$ cat config.mk
export PLATFORM = sky130hd
export DESIGN_NAME = req_arbiter_4
export DESIGN_NICKNAME = d
export VERILOG_FILES = /design/src/rtl/req_arbiter_4.sv
export SDC_FILE = /design/constraint.sdc
export NUM_CORES = 1
export LEC_CHECK = 0
export CORE_MARGIN = 5
export CORE_UTILIZATION = 45
export CTS_CLUSTER_DIAMETER = 60
export DETAILED_ROUTE_END_ITERATION = 12
export HOLD_SLACK_MARGIN = 0.12
export PLACE_DENSITY_LB_ADDON = 0.05
export SETUP_SLACK_MARGIN = 0.2
export SLEW_MARGIN = 20
export SYNTH_ARGS = -nofsm -noshare
export SYNTH_HDL_FRONTEND = slang
export SYNTH_SLANG_ARGS = --single-unit
$ cat constraint.sdc
create_clock -name clk -period 1.6 [get_ports clk]
set_clock_uncertainty 0.15 [all_clocks]
set_input_delay 0.32 -clock clk [delete_from_list [all_inputs] [get_ports clk]]
set_output_delay 0.32 -clock clk [all_outputs]
set_load 0.02 [all_outputs]
$ cat src/rtl/req_arbiter_4.sv
// req_arbiter_4: four-requester arbiter for one shared resource.
// Registered one-hot grant, ownership held until release or until MAX_HOLD
// cycles have elapsed, then one turnaround cycle before the next arbitration.
// Arbitration is fixed priority (bit 3 highest). Defining ARB_ROUND_ROBIN_EN
// switches to a round-robin search that starts just after the last owner.
module req_arbiter_4 #(
  parameter int MAX_HOLD = 15,
  parameter int CNT_W    = 8
) (
  input  logic       clk,
  input  logic       rst,
  input  logic [3:0] req,
  output logic [3:0] gnt,
  output logic [1:0] gnt_idx,
  output logic       gnt_valid,
  output logic       timeout
);

  typedef enum logic [1:0] {
    IDLE = 2'd0,
    OWN  = 2'd1,
    TURN = 2'd2
  } state_t;

  state_t             state_reg;
  logic [CNT_W-1:0]   hold_cnt_reg;
  logic [1:0]         pick_idx;
  logic               owner_req;
  logic               hold_done;

`ifdef ARB_ROUND_ROBIN_EN
  logic [1:0]         ptr_reg;

  // Round-robin pick: search ascends from ptr+1 with wrap; the first hit wins.
  // Iterating from the farthest candidate down lets the nearest one overwrite.
  always_comb begin
    pick_idx = 2'd0;
    for (int k = 4; k >= 1; k--) begin
      logic [1:0] cand;
      cand = ptr_reg + 2'(k);
      if (req[cand]) begin
        pick_idx = cand;
      end
    end
  end
`else
  // Fixed-priority pick: highest set bit of req wins.
  always_comb begin
    pick_idx = 2'd0;
    if (req[3])      pick_idx = 2'd3;
    else if (req[2]) pick_idx = 2'd2;
    else if (req[1]) pick_idx = 2'd1;
    else             pick_idx = 2'd0;
  end
`endif

  // Owner still requesting, and hold limit reached on this cycle.
  always_comb begin
    owner_req = req[gnt_idx];
    hold_done = (hold_cnt_reg == CNT_W'(MAX_HOLD));
  end

  // Arbiter state machine with registered grant outputs.
  always_ff @(posedge clk) begin
    if (rst) begin
      state_reg    <= IDLE;
      gnt          <= 4'b0000;
      gnt_idx      <= 2'b00;
      gnt_valid    <= 1'b0;
      timeout      <= 1'b0;
      hold_cnt_reg <= '0;
`ifdef ARB_ROUND_ROBIN_EN
      ptr_reg      <= 2'd0;
`endif
    end else begin
      timeout <= 1'b0;
      case (state_reg)
        IDLE: begin
          if (|req) begin
            state_reg    <= OWN;
            gnt          <= 4'b0001 << pick_idx;
            gnt_idx      <= pick_idx;
            gnt_valid    <= 1'b1;
            hold_cnt_reg <= CNT_W'(1);
`ifdef ARB_ROUND_ROBIN_EN
            ptr_reg      <= pick_idx;
`endif
          end
        end
        OWN: begin
          // Release takes precedence over a simultaneous hold-limit revoke.
          if (!owner_req || hold_done) begin
            state_reg    <= TURN;
            gnt          <= 4'b0000;
            gnt_idx      <= 2'b00;
            gnt_valid    <= 1'b0;
            hold_cnt_reg <= '0;
            timeout      <= owner_req;
          end else begin
            hold_cnt_reg <= hold_cnt_reg + CNT_W'(1);
          end
        end
        TURN: begin
          state_reg    <= IDLE;
          hold_cnt_reg <= '0;
        end
        default: begin
          state_reg    <= IDLE;
          gnt          <= 4'b0000;
          gnt_idx      <= 2'b00;
          gnt_valid    <= 1'b0;
          hold_cnt_reg <= '0;
        end
      endcase
    end
  end

endmodule

-- Word level (Yosys, flattened, before mapping)
Cells that the tools add are included.
- register bits after elaboration: 18
- input port bits: 6
- logic and storage cells: 44
- add/subtract/negate cells: 1
- order comparisons: 1
- eq/ne operators: 5
- shift-type cells: 1
- muxes and demuxes: 20
- bitwise gates (word level): 3
- reductions and logical operators: 7
- operators with widths (cell ; count):
    $mux 8 ; 2
    $pmux 8 s2 ; 1
    $mux 2 ; 6
    $pmux 4 s3 ; 1
    $add 8x1->8 const B ; 1
    $eq 8x4->1 const B ; 1
    $mux 4 ; 2
    $pmux 2 s3 ; 1
    $mux 1 ; 4
    $ne 2x2->1 const B ; 2
    $pmux 2 s2 ; 1
    $reduce_or 4->1 ; 1
    $shl 1x2->4 const A ; 1
    $lt 2x3->1 const B ; 1
    $not 1->1 ; 3
    $pmux 1 s3 ; 1
    $reduce_and 3->1 ; 1
    $reduce_or 3->1 ; 1
    $bmux 1 s2 ; 1
    $eq 2x1->1 const B ; 1
    $eq 2x2->1 const B ; 1
    $logic_not 2->1 ; 1
    $reduce_and 2->1 ; 1
    $logic_not 1->1 ; 1
    $logic_or 1x1->1 ; 1

-- Longest topological paths before layout
Gate-level depths: netlist (run 1).
- word-level depth: 6
- mapped depth: 6
- depth with buffers taken out: 5

-- Least setup slack after synthesis (run 1)
Ideal clock, no wire load.
- kind: register to register
- from: register gnt_idx[0]
- to: register gnt[0]
- setup time: 124 ps
- arrival time: 1392 ps
- data required time: 1326 ps
- setup slack: -66 ps
- stages on the path, launching flop included: 5
- path buffers: 0
- clock period less this slack: 1666 ps
- path through: dfxtp_1 -> mux4_2 -> o21ai_4 -> o22a_2 -> o21ai_0
- cells in the longest elaborated chain, start to end: 6
- RTL lines (element ; line ; source):
    from (decl) ; 14 ; output logic [1:0] gnt_idx,
    from (signal assigned) ; 82 ; gnt_idx <= pick_idx;
    $bmux 1 s2 ; 59 ; owner_req = req[gnt_idx];
    $mux 1 (implied by the code) ; 59 ;
    $logic_not 1->1 ; 92 ; if (!owner_req || hold_done) begin
    $logic_or 1x1->1 ; 92 ;
    $ne 2x2->1 (no source line) ; n/a ;
    $reduce_and 3->1 (no source line) ; n/a ;
    to (signal assigned) ; 81 ; gnt <= 4'b0001 << pick_idx;
    to (decl) ; 13 ; output logic [3:0] gnt,
No other way between the ends. The select of a mux whose other input is x is not followed.
A chain may end at the register's enable or synchronous reset.

-- Worst setup path in the final report (run 1)
- from: register hold_cnt_reg[4]
- to: register gnt_idx[1]
- cells in the longest elaborated chain, start to end: 4
- RTL lines (element ; line ; source):
    from (decl) ; 26 ; logic [CNT_W-1:0] hold_cnt_reg;
    from (signal assigned) ; 100 ; hold_cnt_reg <= hold_cnt_reg + CNT_W'(1);
    $eq 8x4->1 ; 60 ; hold_done = (hold_cnt_reg == CNT_W'(MAX_HOLD));
    $logic_or 1x1->1 ; 92 ;
    $ne 2x2->1 (no source line) ; n/a ;
    $reduce_and 3->1 (no source line) ; n/a ;
No other way between the ends.

==> results.py, run 1 <==
metrics = {
    "worst_setup_path": {
        "start_kind": "flop",
        "critPathArrivalTime_ns": 1.63,
        "cp_max_fo": 6,
        "crit_chain": "or4_4 -> o21ai_4 -> o22a_4 -> o32ai_1",
        "crit_start": "hold_cnt_reg[4]$_SDFFE_PP0P_",
        "cp_top_family": "simple AND/OR/NAND/NOR gates",
        "path_buf_inv": 0,
        "rrSetupSlack_ns": 0.008,
        "critical_path.max_stage_delay_ns": 0.54,
        "worstSetupPathType": "reg -> reg",
        "cpMaxStageDelayCell": "or4_4",
        "crit-reg2reg-launch": "hold_cnt_reg[4]$_SDFFE_PP0P_",
        "crit_required_ns": 1.64,
        "crit_path_end_kind": "flop",
    },
    "global_routing": {
        "grt_first_pass_wirelength_um": 3236,
        "grt_start_max_net_pins": 11,
        "grt_pass1_vias": 758,
        "antenna_found_initial": 0,
        "grt_usage_pct": 15.76,
        "overflow": 0,
    },
    "timing": {
        "hold_viol_final": 0,
        "hold_slack_ns": 0.3308,
        "postLayoutSetupSlackWorst_ns": 0.008348,
        "slew_violations": 0,
        "rsz0062_at_grt": "true",
        "finalSetupViolations": 0,
        "max_freq_mhz": 628.3,
        "timing.final.crit_share_pct": 99.48,
        "worst_pin_slew_ns": 0.3192,
        "fin_tns_setup_ns": 0,
        "max_slew_margin_pct": 78.59,
        "fin_crit_ns": 1.592,
    },
    "synth": {
        "syn_avg_cell_area_um2": 8.905,
        "synth.area.top_cells": "dfxtp_1 (43%), xnor2_1 (6.3%), nor2_1 (4.5%)",
        "synth_top_cell_by_area": "dfxtp_1",
        "ys_ff_latch": 18,
        "syn_inst": 94,
        "ys_types": 28,
        "ys_seq_area_share_pct": 43.05,
        "synth.net_count": 101,
        "syn_area_um2": 837.1,
        "synth_top_area_share_pct": 43.05,
        "yosys_warnings": 0,
    },
    "die": {
        "dieHeight_um": 53.13,
        "rows": 15,
        "chipWidth_um": 53.13,
        "die_area_um2": 2823,
        "coreArea_um2": 1745,
        "initial_core_util_pct": 47.96,
        "io_pins": 14,
    },
    "run": {
        "drv_cap": 0,
    },
    "clocking": {
        "cts_buffer_depth": 2,
        "clock_sinks": 18,
        "h-tree-depth": 1,
        "cts_tree": "done",
        "root_buffer": "clkbuf_4",
        "clk_pin_slew_worst_paths_ns": 0.10,
        "tritoncts.num_buffers": 3,
        "clk_latency_ns": 0.30,
        "hold_buffers": 0,
    },
    "power_and_ir_drop": {
        "p_sw_share_pct": 30.51,
        "seqPwrFrac_pct": 44.9,
        "power.switching_mw": 0.3541,
        "internal-power_mw": 0.8064,
        "p_leak_nw": 0.4760,
        "power_density_nw_per_um2": 962.1,
        "ir_worst_vdd_mv": 0.5982,
        "p_clk_share_pct": 24.1,
        "p_comb_share_pct": 31.0,
    },
    "finish": {
        "diodes": 0,
        "finalInstanceArea_um2": 1206,
        "fin_nets": 139,
        "largest_register_ffs": 8,
        "fin_cells": 156,
        "drive_gt1_share_pct": 38.17,
        "syn_to_final_growth_pct": 44.10,
    },
    "detailed_routing": {
        "drt_first_pass_iters": 4,
        "num_vias": 792,
        "ant_nets": 0,
        "first_iter_violations": 7,
        "viasPerCell": 5.077,
        "wl_um": 1959,
        "post-route-drc-count": 0,
        "avgRoutedWirePerCell_um": 12.56,
    },
    "hold_path": {
        "worstHoldStart": "gnt[1]$_SDFFE_PP0P_",
        "hold_class": "reg -> reg",
    },
    "run_status": {
        "status": "complete, no violations",
    },
    "placed_design": {
        "dp_cells": 150,
        "dp_slack_ns": -0.4408,
        "portBuffers": 13,
        "dpl_cell_area_um2": 1151,
        "place.gp.congestion": 0.8106,
        "dpl.hpwl_um": 1481,
    },
}
cell usage in the layout (no fill, tap or decap), drive strengths merged, types with 2 or more instances in the layout:
cell type    count
nand3            7
clkbuf           5
o22a             2
nand2            5
a21oi            7
o32ai            3
nor2            10
dlygate4sd2      4
a211oi           3
xnor2            6
dfxtp           18
nand2b           5
nor4             2
inv              5
buf             31
o21ai            5
o21bai           2
final cells by class:
class,count,area [µm²]
Clock buffer,4,36.28
Fill cell,153,539.3
Inverter,5,18.77
Multi-Input combinational cell,67,478.0
Sequential cell,18,366.6
Tap cell,25,31.28
Timing Repair Buffer,37,275.3
cells by family after synthesis:
logic type               count (synthesis)  synth area share (%)
XOR/XNOR                                 6                 6.278
multiplexers                             1                 2.690
buffers and inverters                    9                 4.185
adder cells (fa/ha/maj)                  1                 1.495
flip-flops                              18                 43.05
AO/OA/AOI/OAI                           23                 19.28
AND/OR/NAND/NOR                         36                 23.02
worst paths after layout:
| kind | to | cells past startpoint |
|---|---|---|
| min | gnt[1]$_SDFFE_PP0P_ | 2 |
| max | gnt_idx[1]$_SDFFE_PP0P_ | 4 |
| max reg2reg | gnt_idx[1]$_SDFFE_PP0P_ | 4 |
| min reg2reg | gnt[1]$_SDFFE_PP0P_ | 2 |
cell usage after synthesis, drive strengths merged:
master / number
xnor2: 6
o22a: 2
nor4: 2
nand2: 5
o21bai: 2
a21oi: 7
and2: 1
or3: 1
o21ai: 5
nand4: 1
inv: 5
buf: 1
dfxtp: 18
and2b: 1
o22ai: 1
ha: 1
or3b: 1
nor3: 1
mux4: 1
nand2b: 5
clkbuf: 3
a211oi: 3
or4: 1
nand3: 7
o32ai: 3
nor2: 10
power groups by stage:
stage	Sequential (mW)	Combinational, mW	Clock (mW)
after floorplan	0.553	0.150	0
after global placement	0.530	0.341	0
after detailed placement	0.533	0.346	0
after CTS	0.522	0.352	0.287
after global routing	0.529	0.391	0.309
final	0.521	0.360	0.280
layer usage:
metal / track usage [%] / wire length (µm) / vias up / share of wire [%]
li1: - / - / 409 / -
met5: 0 / 0 / - / 0
met3: 3.380 / 55 / 4 / 2.8
met1: 19.69 / 919 / 369 / 47
met2: 26.03 / 961 / 10 / 49
met4: 6.383 / 23 / 0 / 1.2
what timing repair did:
action,4_1_cts,5_1_grt
pin swaps,5,4
setup endpoints to repair,26,24
buffers inserted,1,1
gates resized for setup,34,14
through the flow:
stage	power [mW]	utilization, %
detailed placement	0.8789	65.95
finish	1.160	69.10
floorplan	0.7026	-
global route	1.230	69.10
CTS	1.160	69.32
global placement	0.8711	65.95
tightest hold or removal path, cell delays in order, from the launching register on:
cell and delay (ns):
dfxtp_1 0.33, nand2b_1 0.07, o21ai_1 0.05
No activity file was read; power rests on OpenSTA's default activity.
==> inputs of run 2 (changes only) <==
--- a/config.mk
+++ b/config.mk
@@ -6,7 +6,7 @@
 export NUM_CORES = 1
 export LEC_CHECK = 0
 export CORE_MARGIN = 5
-export CORE_UTILIZATION = 45
+export CORE_UTILIZATION = 25
 export CTS_CLUSTER_DIAMETER = 60
 export DETAILED_ROUTE_END_ITERATION = 12
 export HOLD_SLACK_MARGIN = 0.12
==> run 2 against run 1 <==
  * The run now ends with negative setup slack left
  * First-iteration DRC count increased to 3.3 times the previous value
  * Clock-buffer cell count unchanged
  * Via count down 0.25%
  * Critical path depth did not move
  * Routed wire length grew 10%
==> results.py, run 2 (synthesis gave the netlist of run 1 again) <==
metrics = {
    "timing": {
        "hold_slack_ns": 0.3186,
        "fin_tns_setup_ns": -0.3032,
        "max_slew_margin_pct": 78.98,
        "postLayoutSetupSlackWorst_ns": -0.03796,
        "worst_pin_slew_ns": 0.3134,
        "finalSetupViolations": 13,
        "max_freq_mhz": 610.5,
        "timing.final.crit_share_pct": 102.4,
        "rsz0062_at_grt": "true",
        "fin_crit_ns": 1.638,
        "hold_viol_final": 0,
        "slew_violations": 0,
    },
    "detailed_routing": {
        "wl_um": 2160,
        "drt_first_pass_iters": 4,
        "num_vias": 790,
        "post-route-drc-count": 0,
        "ant_nets": 0,
        "avgRoutedWirePerCell_um": 12.07,
        "viasPerCell": 4.413,
        "first_iter_violations": 23,
    },
    "die": {
        "dieHeight_um": 67.87,
        "rows": 21,
        "die_area_um2": 4606,
        "chipWidth_um": 67.87,
        "initial_core_util_pct": 25.49,
        "coreArea_um2": 3284,
        "io_pins": 14,
    },
    "global_routing": {
        "grt_usage_pct": 10.93,
        "grt_pass1_vias": 853,
        "grt_busiest_layer": "met2",
        "grt_start_max_net_pins": 11,
        "grt_use_met2_pct": 16.52,
        "met3_usage_pct": 2.463,
        "overflow": 0,
        "antenna_found_initial": 0,
        "use_met1_pct": 14.66,
        "grt_first_pass_wirelength_um": 3801,
    },
    "clocking": {
        "clock_sinks": 18,
        "cts_tree": "done",
        "hold_buffers": 0,
        "tritoncts.num_buffers": 3,
        "root_buffer": "clkbuf_4",
        "clk_latency_ns": 0.30,
        "h-tree-depth": 1,
        "cts_buffer_depth": 2,
        "clk_pin_slew_worst_paths_ns": 0.11,
    },
    "placed_design": {
        "place.gp.congestion": 0.7707,
        "portBuffers": 13,
        "dpl.hpwl_um": 1569,
        "dp_slack_ns": -0.4631,
        "dp_cells": 172,
    },
    "worst_setup_path": {
        "critical_path.max_stage_delay_ns": 0.54,
        "start_kind": "flop",
        "crit_required_ns": 1.64,
        "crit_chain": "or4_4 -> o21ai_4 -> o22a_4 -> o21ai_0",
        "crit_path_end_kind": "flop",
        "cpMaxStageDelayCell": "or4_4",
        "critPathArrivalTime_ns": 1.68,
        "cp_top_family": "simple AND/OR/NAND/NOR gates",
        "cp_max_fo": 6,
        "path_buf_inv": 0,
        "worstSetupPathType": "reg -> reg",
    },
    "finish": {
        "seq_area_um2": 365.4,
        "multi_input_area_um2": 489.2,
        "final_cell_mix": "buf_4 (25), dfxtp_1 (16), nor2_1 (7)",
        "final_common_cell": "buf_4",
        "fill_cells": 356,
        "syn_to_final_growth_pct": 49.78,
        "diodes": 0,
        "fin_nets": 141,
        "drive_gt1_share_pct": 39.85,
        "fin_cells": 179,
        "largest_register_ffs": 8,
    },
    "run": {
        "drv_cap": 0,
    },
    "run_status": {
        "status": "finished, violations left",
        "violations": "negative setup slack",
    },
    "power_and_ir_drop": {
        "power_density_nw_per_um2": 901.6,
        "ir_worst_vdd_mv": 0.3163,
        "p_leak_nw": 0.4835,
    },
    "hold_path": {
        "hold_class": "reg -> reg",
    },
}
run 2: worst paths after layout:
check / end / from / slack (ns) / cells past startpoint
worst max-delay path: gnt[3]$_SDFFE_PP0P_ / hold_cnt_reg[7]$_SDFFE_PP0P_ / -0.04 / 4
worst min-delay path: gnt[0]$_SDFFE_PP0P_ / gnt[0]$_SDFFE_PP0P_ / 0.32 / 2
worst max register to register: gnt[3]$_SDFFE_PP0P_ / hold_cnt_reg[7]$_SDFFE_PP0P_ / -0.04 / 4
worst min register to register: gnt[0]$_SDFFE_PP0P_ / gnt[0]$_SDFFE_PP0P_ / 0.32 / 2
run 2: tightest hold or removal path, delay by kind of cell, from the launching register on:
family	cells	cell delay [ns]
flops	1	0.32
simple gates	1	0.06
compound gates	1	0.05
run 2: report_power, final:
group | internal [mW] | total (mW) | leakage [nW] | switching (mW)
Combinational | 0.174 | 0.360 | 0.320 | 0.186
Sequential | 0.489 | 0.520 | 0.148 | 0.0308
Clock | 0.0970 | 0.251 | 0.0150 | 0.154
run 2: area by class of cell:
class	instances	share of cell area (%)
multi-input combinational	67	39.02
sequential	18	29.14
timing repair buffer	39	23.65
tap	46	4.591
clock buffer	4	2.096
inverter	5	1.497
run 2: metrics by stage:
| stage | util (%) | cell area [µm²] | power [mW] |
|---|---|---|---|
| 3_5_place_dp | 36.08 | 1185 | 0.8710 |
| 4_1_cts | 38.13 | 1252 | 1.133 |
| 3_3_place_gp | 36.08 | 1185 | 0.8751 |
| 5_1_grt | 38.17 | 1254 | 1.198 |
| 2_1_floorplan | - | 840.8 | 0.7026 |
| 6_report | 38.17 | 1254 | 1.130 |
run 2: per-layer routing:
metal / wire length, µm / vias to the layer above
li1: - / 415
met1: 1137 / 363
met2: 937 / 10
met3: 63 / 2
met4: 21 / 0
met5: 0 / -
run 2: what timing repair did:
| item | in CTS | in global routing |
|---|---|---|
| endpoints found under the setup margin | 26 | 22 |
| setup buffers | 3 | 0 |
| resized for setup | 41 | 10 |
| pin swaps | 4 | 0 |
